**config.mk**
```make
export PLATFORM = sky130hd
export DESIGN_NAME = regfile_onehot_wr
export DESIGN_NICKNAME = d
export VERILOG_FILES = /design/src/rtl/mips_defs.sv /design/src/rtl/onehot_decoder.sv /design/src/rtl/regfile_onehot_wr.sv
export SDC_FILE = /design/constraint.sdc
export NUM_CORES = 2
export LEC_CHECK = 0
export ABC_AREA = 1
export BUFFER_PORTS_ARGS = -buffer_cell sky130_fd_sc_hd__buf_4
export CORE_MARGIN = 2
export CORE_UTILIZATION = 25
export DETAILED_ROUTE_END_ITERATION = 12
export PLACE_DENSITY = 0.4
export SYNTH_ARGS = -nofsm -noshare
export SYNTH_HDL_FRONTEND = slang
export SYNTH_SLANG_ARGS = --single-unit
```
**constraint.sdc**
```tcl
create_clock -name clk -period 108.5 [get_ports clk]
set_clock_uncertainty 0.05 [all_clocks]
set_input_delay 16.275 -clock clk [delete_from_list [all_inputs] [get_ports clk]]
set_output_delay 16.275 -clock clk [all_outputs]
set_load 0.01 [all_outputs]
```
**src/rtl/mips_defs.sv**
```systemverilog
// rtl/mips_defs.sv - shared MIPS register file constants
package mips_defs;

    localparam int REG_ADDR_W = 5;
    localparam int REG_DATA_W = 32;
    localparam int REG_ZERO   = 0;

endpackage

```
**src/rtl/onehot_decoder.sv**
```systemverilog
// rtl/onehot_decoder.sv - parametrised binary-to-one-hot decoder with enable
module onehot_decoder #(
    parameter int IN_W = 5
) (
    input  logic                 en,
    input  logic [IN_W-1:0]      a,
    output logic [2**IN_W-1:0]   f
);

    // Single bit at position a when enabled, otherwise all zero
    always_comb begin
        f = '0;
        if (en) begin
            f[a] = 1'b1;
        end
    end

endmodule

```
**src/rtl/regfile_onehot_wr.sv**
```systemverilog
// rtl/regfile_onehot_wr.sv - register file, one-hot decoded write port, two read ports
module regfile_onehot_wr
    import mips_defs::*;
#(
    parameter int ADDR_W   = REG_ADDR_W,
    parameter int DATA_W   = REG_DATA_W,
    parameter int ZERO_REG = 1,
    parameter int BYPASS   = 1
) (
    input  logic                    clk,
    input  logic                    rst,
    input  logic                    we,
    input  logic [ADDR_W-1:0]       waddr,
    input  logic [DATA_W-1:0]       wdata,
    input  logic [ADDR_W-1:0]       raddr1,
    input  logic [ADDR_W-1:0]       raddr2,
    output logic [DATA_W-1:0]       rdata1,
    output logic [DATA_W-1:0]       rdata2,
    output logic [2**ADDR_W-1:0]    wr_onehot,
    output logic [15:0]             wr_count
);

    localparam int NREGS = 2**ADDR_W;
    localparam logic [ADDR_W-1:0] ZERO_IDX = ADDR_W'(REG_ZERO);

    logic [DATA_W-1:0] mem [NREGS];
    logic [NREGS-1:0]  dec;
    logic [NREGS-1:0]  sel;

    onehot_decoder #(
        .IN_W (ADDR_W)
    ) u_wdec (
        .en (we),
        .a  (waddr),
        .f  (dec)
    );

    // Suppress the register-0 select when it is hardwired to zero
    always_comb begin
        sel = dec;
        if (ZERO_REG != 0) begin
            sel[REG_ZERO] = 1'b0;
        end
    end

    // Storage: each word loads wdata when its select line is set
    always_ff @(posedge clk or posedge rst) begin
        if (rst) begin
            for (int i = 0; i < NREGS; i++) begin
                mem[i] <= '0;
            end
        end else begin
            for (int i = 0; i < NREGS; i++) begin
                if (sel[i]) begin
                    mem[i] <= wdata;
                end
            end
        end
    end

    // Registered copy of the committed select, visible the cycle after the write
    always_ff @(posedge clk or posedge rst) begin
        if (rst) begin
            wr_onehot <= '0;
        end else begin
            wr_onehot <= sel;
        end
    end

    // Saturating count of committed writes
    always_ff @(posedge clk or posedge rst) begin
        if (rst) begin
            wr_count <= '0;
        end else if ((|sel) && (wr_count != 16'hFFFF)) begin
            wr_count <= wr_count + 16'd1;
        end
    end

    // Read port 1: zero register wins over bypass, bypass wins over storage
    always_comb begin
        rdata1 = mem[raddr1];
        if ((BYPASS != 0) && we && (raddr1 == waddr)) begin
            rdata1 = wdata;
        end
        if ((ZERO_REG != 0) && (raddr1 == ZERO_IDX)) begin
            rdata1 = '0;
        end
    end

    // Read port 2: same priority as port 1
    always_comb begin
        rdata2 = mem[raddr2];
        if ((BYPASS != 0) && we && (raddr2 == waddr)) begin
            rdata2 = wdata;
        end
        if ((ZERO_REG != 0) && (raddr2 == ZERO_IDX)) begin
            rdata2 = '0;
        end
    end

endmodule

```
# ---- After elaboration in Yosys (flattened, before gate mapping)
# Index checks and enable logic that the tools add are counted.
dict set report classes {
  addsub 1
  muxes 13
  n_div 0
  n_bitwise 2
  n_reduce_logical 7
  n_shift 0
  magnitude_cmp 4
  n_mul 0
  n_eq_ne 3
}
# operator count
set op_table {}
lappend op_table {{$bmux W32 S5} 2}
lappend op_table {{$mux W32} 9}
lappend op_table {{$reduce_or A31 Y1} 1}
lappend op_table {{$add A16 B1 Y16 const B} 1}
lappend op_table {{$ne A16 B16 Y1 const B} 1}
lappend op_table {{$ge A6 B6 Y1 const B} 2}
lappend op_table {{$not A5 Y6} 2}
lappend op_table {{$eq A5 B5 Y1} 2}
lappend op_table {{$logic_not A5 Y1} 2}
lappend op_table {{$lt A5 B6 Y1 const B} 1}
lappend op_table {{$demux W1 S5} 1}
lappend op_table {{$ge A5 B1 Y1 const B} 1}
lappend op_table {{$logic_and A1 B1 Y1} 4}
lappend op_table {{$mux W1} 1}
dict set report word_totals {
  mem_bits_rw 0
  ff_bits 1039
  mem_count 0
  latch_bits 0
  output_inout_bits 112
  romBits 0
}

# ---- Logic depth before layout (Yosys ltp)
dict set report logic_depth {
  word_depth 7
  depth_mapped 14
}

# ---- Cells and area by module
# From an unflattened synthesis, not the netlist that was laid out.
dict set report unflattened {
  hier_cells 8873
  area_unflattened_um2 60620.6
}
# module cells_per_inst n_inst area_per_inst_um2 seq_area_each_um2
set modules_own_cells {}
lappend modules_own_cells {regfile_onehot_wr 8823 1 60420.4 25999.9}
lappend modules_own_cells {onehot_decoder 50 1 200.2 0.0}

# ---- Least setup slack after synthesis
# Ideal clock, no wire load.
dict set report synth_timing {
  path_type {input-to-output}
  from {in raddr2[0]}
  to {out rdata2[11]}
  arrival_ns 17.504
  path_slack_ns 74.671
  path_stages 11
  path_buffers 3
  cell_sequence {buf_2 -> nor2_2 -> buf_4 -> clkbuf_1 -> a21oi_1 -> nand3_1 -> nand3_1 -> nand2_1 -> nand3_1 -> nand2_1 -> inv_1}
}
dict set report synth_via {
  elab_chain_len 6
  elab_cells_between_ends 9
}
# item line_no
set synth_rtl {}
lappend synth_rtl {{start, declared} regfile_onehot_wr.sv:16} ;# input logic [ADDR_W-1:0] raddr2,
lappend synth_rtl {{$not A5 Y6 (implied by the code)} regfile_onehot_wr.sv:92} ;# rdata2 = mem[raddr2];
lappend synth_rtl {{$bmux W32 S5} regfile_onehot_wr.sv:92}
lappend synth_rtl {{$mux W32 (implied by the code) (2 in a row)} regfile_onehot_wr.sv:92}
lappend synth_rtl {{$mux W32} regfile_onehot_wr.sv:93} ;# if ((BYPASS != 0) && we && (raddr2 == waddr)) begin
lappend synth_rtl {{$mux W32 *} regfile_onehot_wr.sv:96} ;# if ((ZERO_REG != 0) && (raddr2 == ZERO_IDX)) begin
lappend synth_rtl {{end, declared} regfile_onehot_wr.sv:18} ;# output logic [DATA_W-1:0] rdata2,
# Every way passes the cells marked *; elsewhere a longest branch is shown, timed or not. The select of a mux whose other input is x is not followed.

# ---- Worst setup path after layout
dict set report layout_timing {
  from {in raddr2[0]}
  to {out rdata2[30]}
}
# Same word-level chain as after synthesis.

==> run metrics <==
Core Rows 179; DRC 0; Critical Path RT between 90000 and 100000 ps; DR pass1 iterations 8; worst slew margin relative to its limit 0.0518; min-delay worst type register to register; floorplan die height around 490 µm; Post-Route WL ~300000 µm; master of the slowest instance on the critical path sky130_fd_sc_hd__buf_4; count of pins over their slew limit 0; CP Capture Type output pin; Avg Synthesized Cell Area ~6.6 µm²; fraction of synthesized area in multiplexers 0; leakage power of the design between 30 and 40 nW; top routing layer in use met5; post-synthesis share of cell area spent on xor and xnor gates 0.00204; share of synthesized area occupied by flip-flops and latches 0.433; die outline area around 240000 µm²; Final Cycle Share 0.340; Horiz. Die Dim around 490 µm; CTS H-tree depth 4; maximum capacitance violations 0; global-route wire length before repair roughly 430000 µm; Iteration-0 DRC Markers between 6000 and 7000; post-DP HPWL roughly 160000 µm; antenna violations before repair 11; clock buffer count from CTS 133; remaining global-route overflow 0; Floorplan Core Area approximately 240000 µm²; synthesis-stage register bit count 1039; endpoint of the worst hold path mem[142]; area taken by multi-input logic gates approximately 28000 µm²; critical-path cell list buf_8, inv_8, buf_4, buf_4, buf_4, nand2_1, nand3_1, nand2_1, nor2_1, nor2_1, nand2_1, nand3_1, nand2_1, inv_1, buf_4; Register-to-Register Path Depth 7; number of cells on the worst hold path 2; max incr delay on CP about 840 ps; worst r2r src wr_count[0]; run status completed; number of port buffers 160; main combinational cell family by area after synthesis simple AND/OR/NAND/NOR gates; WS Path Type input pin to output pin; number of hold violations in the final report 0; starting density of the core 0.252; Sequential cell area ~26000 µm²; sum of buffers and inverters on the critical path 7; start point of the worst min-delay path mem[142]; pin count of the biggest net entering global routing roughly 150; highest fanout seen on the critical path 96; wire length per cell 24.4 µm; cell count after synthesis just over 9000; adder-cell area share of the yosys netlist 0.000208; library cell used as clock root buffer sky130_fd_sc_hd__clkbuf_16; hold buffer count at cts 0; met3 wirelength from detailed routing about 19000 µm; utilization after layout 0.285; area delta synth->final 13.2%; setup TNS after final layout 0 ps; power per cell area ~18 nW/µm²; Net Count, Synth roughly 9200; Post CTS Setup Buffer Count 0; routability congestion estimate slightly above 0.8; filler cell count in the final layout ~26000; basic-gate share of the synthesized area counting and, or, nand and nor cells 0.359; minimum period implied by the final worst setup slack approximately 37000 ps; Setup-failing EPs final 0; yosys synthesis warning count 0; Final nets a little under 9000; total routed wire length on the met1 layer between 100000 and 150000 µm; post-synthesis compound-gate area fraction 0.105; post-synthesis cell type count 31; Worst-Skew Late Latency between 700 and 800 ps; total global-route track usage 0.238; Sink Count between 1000 and 1500; mapped cell area ~60000 µm²; via count of the first global-routing pass 57100; clock tree from TritonCTS done; worst setup slack for register-to-register paths about 110000 ps; CTS max path bufs 3; share of cells above drive strength 1 0.0634; drt via density approximately 5.0; worst reg2reg path endpoint wr_count[14]; cell class contributing the biggest share of worst-path delay buffers and inverters; worst-margin pin slew roughly 1400 ps; RSZ-0062 raised after global routing false; nature of the critical path startpoint input pin; count of boundary I/O pins roughly 160; clock transition at the registers of the reported paths 50 ps; residual antenna-violating net count after detailed routing 0; maximum operating frequency 0.0271 GHz; maximum resistive drop on vdd approximately 0.017 mV; met2 wire length ~140000 µm; worst endpoint data arrival time about 21000 ps; number of vias after detailed routing approximately 60000; total of cells resized after clock tree synthesis 0
layout make-up:
| cell class | instances | share of cell area |
|---|---|---|
| clock inverter | 17 | 0.00327 |
| antenna | 3 | 0.000110 |
| multi-input combinational | 6559 | 0.416 |
| timing repair buffer | 281 | 0.0327 |
| inverter | 817 | 0.0459 |
| tap | 3167 | 0.0583 |
| sequential | 1039 | 0.382 |
| clock buffer | 215 | 0.0616 |
report_power, final:
group	switching [W]	internal, W
clock	0.000185	0.000274
sequential	0.0000360	0.000470
combinational	0.000193	0.0000853
worst max-delay path by stage:
| stage | end | start | slack [ps] | cells past startpoint |
|---|---|---|---|---|
| after floorplan | mem[0] | rst | 62930 | 1 |
| after global placement | rdata2[30] | raddr2[0] | 71640 | 15 |
| after detailed placement | rdata2[30] | raddr2[0] | 71640 | 15 |
| after CTS | rdata2[30] | raddr2[0] | 71640 | 15 |
| after global routing | rdata2[30] | raddr2[0] | 71430 | 15 |
| final | rdata2[30] | raddr2[0] | 71570 | 15 |
cell usage in the layout (no fill, tap or decap), types with 2 or more instances in the layout:
cell,Yosys,final
sky130_fd_sc_hd__nand2_1,3243,3241
sky130_fd_sc_hd__nand3_1,1246,1246
sky130_fd_sc_hd__dfrtp_1,1039,1039
sky130_fd_sc_hd__o21ai_0,959,959
sky130_fd_sc_hd__inv_1,799,790
sky130_fd_sc_hd__nor2_1,755,731
sky130_fd_sc_hd__a21oi_1,288,288
sky130_fd_sc_hd__buf_4,3,270
sky130_fd_sc_hd__clkbuf_16,0,141
sky130_fd_sc_hd__clkbuf_8,0,38
sky130_fd_sc_hd__clkbuf_1,377,36
sky130_fd_sc_hd__nor2_4,0,27
sky130_fd_sc_hd__clkinv_2,0,15
sky130_fd_sc_hd__nand2_2,12,12
sky130_fd_sc_hd__inv_2,16,11
sky130_fd_sc_hd__xor2_1,9,9
sky130_fd_sc_hd__o22ai_1,7,7
sky130_fd_sc_hd__buf_12,0,7
sky130_fd_sc_hd__nand3_4,3,5
sky130_fd_sc_hd__nand3_2,7,5
sky130_fd_sc_hd__nor3_1,5,5
sky130_fd_sc_hd__xnor2_1,5,5
sky130_fd_sc_hd__bufinv_16,0,5
sky130_fd_sc_hd__inv_4,2,4
sky130_fd_sc_hd__nand2_4,2,4
sky130_fd_sc_hd__nor2_2,7,4
sky130_fd_sc_hd__inv_8,0,4
sky130_fd_sc_hd__buf_8,0,4
sky130_fd_sc_hd__diode_2,0,3
sky130_fd_sc_hd__o21ai_1,3,3
sky130_fd_sc_hd__inv_6,0,3
sky130_fd_sc_hd__nor4_4,0,2
sky130_fd_sc_hd__clkinvlp_4,0,2
logic make-up after synthesis:
family	after synthesis
xor+xnor	14
other cells	1
compound gates	1259
simple gates	5284
flops	1039
fa+ha+maj	1
buf+inv	1520
sequential cells by signal (all words and copies together), names as in the netlist:
signal and cells:
wr_count 16, wr_onehot 31, mem 992
worst min-delay path, cell delays in order (launching register included):
cell and delay, ps:
sky130_fd_sc_hd__dfrtp_1 350, sky130_fd_sc_hd__nand2_1 60, sky130_fd_sc_hd__o21ai_0 60
routing by layer:
| layer | GRT usage | vias up |
|---|---|---|
| met5 | 0 | - |
| met4 | 0.0915 | 12 |
| met3 | 0.0328 | 495 |
| met2 | 0.385 | 2500 |
| met1 | 0.320 | 29100 |
| li1 | - | 28000 |
stage by stage:
stage | power [W] | std cells | instance area [µm²] | hold WS (ps) | setup slack, ps
after floorplan | 0.000699 | 9118 | 60100 | 424 | 62930
after global placement | 0.000785 | 11900 | 63600 | 439 | 71640
final | 0.00124 | 12100 | 68000 | 458 | 71570
after global routing | 0.00132 | 12100 | 68000 | 474 | 71430
after CTS | 0.00125 | 12100 | 68000 | 460 | 71640
after detailed placement | 0.000789 | 11900 | 63600 | 446 | 71640
synthesized netlist by cell type, drive strengths merged:
master | number | area share
nand2 | 3257 | 0.20
nand3 | 1256 | 0.11
dfrtp | 1039 | 0.43
o21ai | 963 | 0.080
inv | 817 | 0.051
nor2 | 762 | 0.048
clkbuf | 377 | 0.024
buf | 326 | 0.026
a21oi | 288 | 0.024
xor2 | 9 | 0.0013
o22ai | 7 | 0.00073
nor3 | 5 | 0.00042
xnor2 | 5 | 0.00073
nand4 | 2 | 0.00031
nor4 | 2 | 0.00042
conb | 1 | 0.000062
ha | 1 | 0.00021
o211ai | 1 | 0.00021
Power figures use the tool's default switching activity.
